[src/rtl/shift_seq_ctrl.sv]
// Serial shift-chain sequencer: accepts a parallel word over valid/ready and
// emits it one bit per DIV clocks, with per-bit strobes and a done pulse.
module shift_seq_ctrl #(
   parameter int WIDTH     = 8,
   parameter int DIV       = 1,
   parameter bit MSB_FIRST = 1'b1
) (
   input  logic                         clock,
   input  logic                         reset_n,
   input  logic                         in_valid,
   output logic                         in_ready,
   input  logic [WIDTH-1:0]             in_data,
   input  logic                         abort,
   output logic                         ser_out,
   output logic                         ser_en,
   output logic                         bit_strobe,
   output logic                         done,
   output logic [$clog2(WIDTH+1)-1:0]   bit_cnt
);

   localparam int CW = $clog2(WIDTH + 1);
   localparam int PW = (DIV > 1) ? $clog2(DIV) : 1;
   localparam logic [CW-1:0] LAST_BIT = CW'(WIDTH - 1);
   localparam logic [PW-1:0] PRE_LAST = PW'(DIV - 1);

   typedef enum logic [1:0] {
      IDLE  = 2'd0,
      SHIFT = 2'd1,
      DONE  = 2'd2
   } state_t;

   state_t           state;
   state_t           state_nx;
   logic [WIDTH-1:0] sreg;
   logic [PW-1:0]    pre;
   logic             strobe;
   logic             head;

   assign strobe = (state == SHIFT) && (pre == PRE_LAST);
   assign head   = MSB_FIRST ? sreg[WIDTH-1] : sreg[0];

   always_ff @(posedge clock or negedge reset_n) begin
      if (!reset_n) begin
         state <= IDLE;
      end else begin
         state <= state_nx;
      end
   end

   // Abort takes priority over the final strobe, so an aborted word never reaches DONE.
   always_comb begin
      state_nx = state;
      case (state)
         IDLE:    if (in_valid) state_nx = SHIFT;
         SHIFT: begin
            if (abort)                               state_nx = IDLE;
            else if (strobe && (bit_cnt == LAST_BIT)) state_nx = DONE;
         end
         DONE:    state_nx = IDLE;
         default: state_nx = IDLE;
      endcase
   end

   always_comb begin
      in_ready   = (state == IDLE);
      ser_en     = (state == SHIFT);
      ser_out    = (state == SHIFT) ? head : 1'b0;
      bit_strobe = strobe;
      done       = (state == DONE);
   end

   // Shift register fills with zeros from the tail; bit_cnt reaches WIDTH only in DONE.
   always_ff @(posedge clock or negedge reset_n) begin
      if (!reset_n) begin
         sreg    <= '0;
         pre     <= '0;
         bit_cnt <= '0;
      end else begin
         case (state)
            IDLE: begin
               if (in_valid) begin
                  sreg    <= in_data;
                  pre     <= '0;
                  bit_cnt <= '0;
               end
            end
            SHIFT: begin
               if (abort) begin
                  sreg    <= '0;
                  pre     <= '0;
                  bit_cnt <= '0;
               end else if (strobe) begin
                  if (MSB_FIRST) sreg <= {sreg[WIDTH-2:0], 1'b0};
                  else           sreg <= {1'b0, sreg[WIDTH-1:1]};
                  pre     <= '0;
                  bit_cnt <= bit_cnt + CW'(1);
               end else begin
                  pre <= pre + PW'(1);
               end
            end
            DONE: begin
               pre     <= '0;
               bit_cnt <= '0;
            end
            default: begin
               sreg    <= '0;
               pre     <= '0;
               bit_cnt <= '0;
            end
         endcase
      end
   end

endmodule
[config.mk]
export PLATFORM = sky130hd
export DESIGN_NAME = shift_seq_ctrl
export DESIGN_NICKNAME = d
export VERILOG_FILES = /design/src/rtl/shift_seq_ctrl.sv
export SDC_FILE = /design/constraint.sdc
export NUM_CORES = 1
export LEC_CHECK = 0
export CAP_MARGIN = 20
export CORE_UTILIZATION = 46
export DETAILED_ROUTE_END_ITERATION = 8
export PLACE_DENSITY_LB_ADDON = 0.1
export SYNTH_ARGS = -nofsm -noshare
export SYNTH_HDL_FRONTEND = slang
export SYNTH_SLANG_ARGS = --single-unit
export TNS_END_PERCENT = 20
[constraint.sdc]
create_clock -name clock -period 1.5 [get_ports clock]
set_input_delay 0.3 -clock clock [delete_from_list [all_inputs] [get_ports clock]]
set_output_delay 0.3 -clock clock [all_outputs]
set_load 0.1 [all_outputs]
==> flow_summary.toml <==
[global_routing]
grt_overflow = 0
grt_first_pass_wirelength_um = 3020
first_global_vias = 694
grt_antenna_before_repair = 0
grt_util_all_layers_pct = 23.0
pin_count_of_the_biggest_net_entering_global_routing = 16

[place]
placement.setup.worst_slack_ps = -107
place_congestion = 0.720
dpl_cell_area_um2 = 1140
place.detailed.instances = 112
portBuffers = 20
hpwlAfterDp_um = 1300

[routing]
route.detailed.wl_per_inst_um = 14.9
met2_length_um = 894
highest-signal-layer = "met4"
route.detailed.vias_per_inst = 5.53
route.layer.met1.wl_um = 754
dr.pass1.iters = 3
routed-via-count = 652
drtIter0Drc = 10
drcViolationCount = 0
ant_nets = 0
detailed_route_wire_length_um = 1760
detailroute.wirelength.met3_um = 94

[cts]
hold_buffers = 0
cts_tree = "built"
clockBufferDepth = 2
clkTransAtPathRegs_ps = 100
cts_root_buffer = "sky130_fd_sc_hd__clkbuf_4"
cts_sinks = 15
insertion_delay_ps = 290
cts_made_buffers = 3
cts_htree_levels = 1

[power_and_ir_drop]
power_report.internal_total_uw = 776
total_power_mw = 1.25
peakVddDrop_uv = 820
sw_frac_of_total_pct = 38.2
power_share_of_the_sequential_group_pct = 39.5
power.clock.fraction_pct = 18.5
p_sw_uw = 479
power.combinational.fraction_pct = 42.0
static-leakage-power_nw = 0.526
power_per_cell_area_nw_per_um2 = 1050

[synth]
postSynthNetCount = 84
synth-edff-count = 0
synth_warnings = 0
syn_avg_cell_area_um2 = 10.8
synth_area_um2 = 769
library_cell_with_the_largest_summed_area_after_synthesis = "sky130_fd_sc_hd__dfrtp_1"
ys.flop_type = "sky130_fd_sc_hd__dfrtp_1"
synthCells = 71
ys_ff_latch = 15
synth_top_area_share_pct = 48.8
synth.area.top_cells = "sky130_fd_sc_hd__dfrtp_1, sky130_fd_sc_hd__nor2b_1, sky130_fd_sc_hd__o2bb2ai_1"
yosysSeqAreaShare_pct = 48.8
synth_async_sr_flop_share_pct = 100
synth.lib_cells_used.distinct = 28

[critical_path]
timing.critical_path.to_type = "output port"
worst-r2r-cell-count = 4
cp.arrival_ps = 1310
reg2reg_from = "state[0]$_DFFE_PN0P_"
regToRegEndpoint = "sreg[2]$_DFFE_PN0P_"
crit_required_ps = 1200
critical_path_peak_fanout = 3
crit_path_start_kind = "flop"
rrSetupSlack_ps = 130
timing_worst_setup_path_type = "reg -> out"

[final_layout]
final_instance_area_um2 = 1200
post_route_cells_drive_above_1_share_pct = 31.4
multiInputGateArea_um2 = 408
n_antenna_cell = 0
layoutNonFillerInstCount = 118
fillers = 108
finish.net_count = 116
area_delta_synth_final_pct = 55.9
seqCellArea_um2 = 375

[floorplan]
io_pins = 21
initial_core_util_pct = 49.9
floorplan.die_area_um2 = 1840
placement_rows = 14
chipHeight_um = 42.9
dieWidth_um = 42.9
core_region_area_um2 = 1540

[sta]
timing_worst_slew_pin_value_ps = 376
final.setup.worst_slack_ps = -106
report.final.slew_viol_count = 0
rsz0062_at_grt = "true"
setup_viol = 5
timing.final.crit_share_pct = 107
final_hold_viol_count = 0
fmax_ghz = 0.623
worst_clock_skew_ps = 11.3
period_minus_slack_ps = 1610
slew_headroom_pct = 74.8

[worst_hold_path]
hold_path_class = "in -> async"

[outcome]
run_status = "finished, violations left"
failing_checks = "setup timing"

[run]
max_cap_viol_count = 0
-- per-stage QoR --
step	utilization (%)	hold WS (ps)	TNS, ps
2_1_floorplan	-	4.41	-2190
3_3_place_gp	74.0	472	-583
3_5_place_dp	74.0	481	-740
4_1_cts	77.5	317	-364
5_1_grt	77.8	327	-582
6_report	77.8	317	-309
-- layout make-up --
type	instances	share of cell area, %
Multi-Input combinational cell	52	34.0
Sequential cell	15	31.3
Timing Repair Buffer	30	30.4
Clock buffer	3	1.88
Tap cell	16	1.67
Clock inverter	1	0.417
Inverter	1	0.313
-- Yosys cell counts (all sizes together) (2+ instances only) --
cell type and number:
nor2 3, and2 3, nor2b 10, clkbuf 2, dfrtp 15, o2bb2ai 8, a21oi 9, mux2i 2
-- worst max path at each step --
stage / slack (ps) / from / endpoint / cells past startpoint
2_1_floorplan: -370 / state[0]$_DFFE_PN0P_ / bit_strobe / 3
3_3_place_gp: -70 / abort / bit_cnt[0]$_DFFE_PN0P_ / 5
3_5_place_dp: -110 / abort / bit_cnt[3]$_DFFE_PN0P_ / 4
4_1_cts: -120 / state[1]$_DFFE_PN0P_ / bit_strobe / 3
5_1_grt: -170 / state[1]$_DFFE_PN0P_ / bit_strobe / 3
6_report: -110 / state[1]$_DFFE_PN0P_ / bit_strobe / 3
-- cell usage in the layout, fill, tap and decap left out, types with 2 or more instances in the layout --
cell and count:
sky130_fd_sc_hd__nor2b_1 8, sky130_fd_sc_hd__clkdlybuf4s50_1 11, sky130_fd_sc_hd__a21oi_1 9, sky130_fd_sc_hd__buf_4 10, sky130_fd_sc_hd__mux2i_1 2, sky130_fd_sc_hd__dfrtp_1 15, sky130_fd_sc_hd__clkbuf_4 3, sky130_fd_sc_hd__o2bb2ai_1 7
sky130_fd_sc_hd__nor2b_4 2, sky130_fd_sc_hd__and2_1 2, sky130_fd_sc_hd__buf_12 9, sky130_fd_sc_hd__nor2_1 2
-- flip-flops by register name, summed over array words and instances (netlist names) --
name,count
pre,1
bit_cnt,4
state,2
sreg,8
-- cell families (layout without fill, tap and decap cells) --
kind of cell	after synthesis	after routing	share of synthesized area, %
AOI/OAI and AO/OA	22	22	21.1
DFF	15	15	48.8
muxes	3	3	4.07
buffers and inverters	4	35	2.44
and+or+nand+nor	26	26	22.0
adders and majority gates	1	1	1.63
-- power groups by stage --
| stage | sequential (mW) | combinational (mW) | clock (mW) |
|---|---|---|---|
| after floorplan | 0.551 | 0.264 | 0 |
| after CTS | 0.496 | 0.530 | 0.246 |
| after global routing | 0.501 | 0.557 | 0.259 |
| final | 0.496 | 0.527 | 0.232 |
| after global placement | 0.499 | 0.509 | 0 |
| after detailed placement | 0.503 | 0.516 | 0 |
-- routing by layer --
metal / track usage [%] / vias to the layer above
li1: - / 319
met1: 27.2 / 312
met2: 37.6 / 19
met3: 8.09 / 2
met4: 9.38 / 0
met5: 0 / -
-- critical path, cell delays in order, from the launching register on --
cell                      delay (ps)
sky130_fd_sc_hd__dfrtp_1         410
sky130_fd_sc_hd__and2b_4         270
sky130_fd_sc_hd__nor2b_4         150
sky130_fd_sc_hd__buf_12          180
-- timing repair --
item | in CTS | in global routing
gates resized for setup | 3 | 1
pin swaps | 1 | 0
setup endpoints to repair | 5 | 7
buffers inserted | 2 | 0
cloned | 0 | 0
Note: power is estimated with default switching activity, not from simulation.
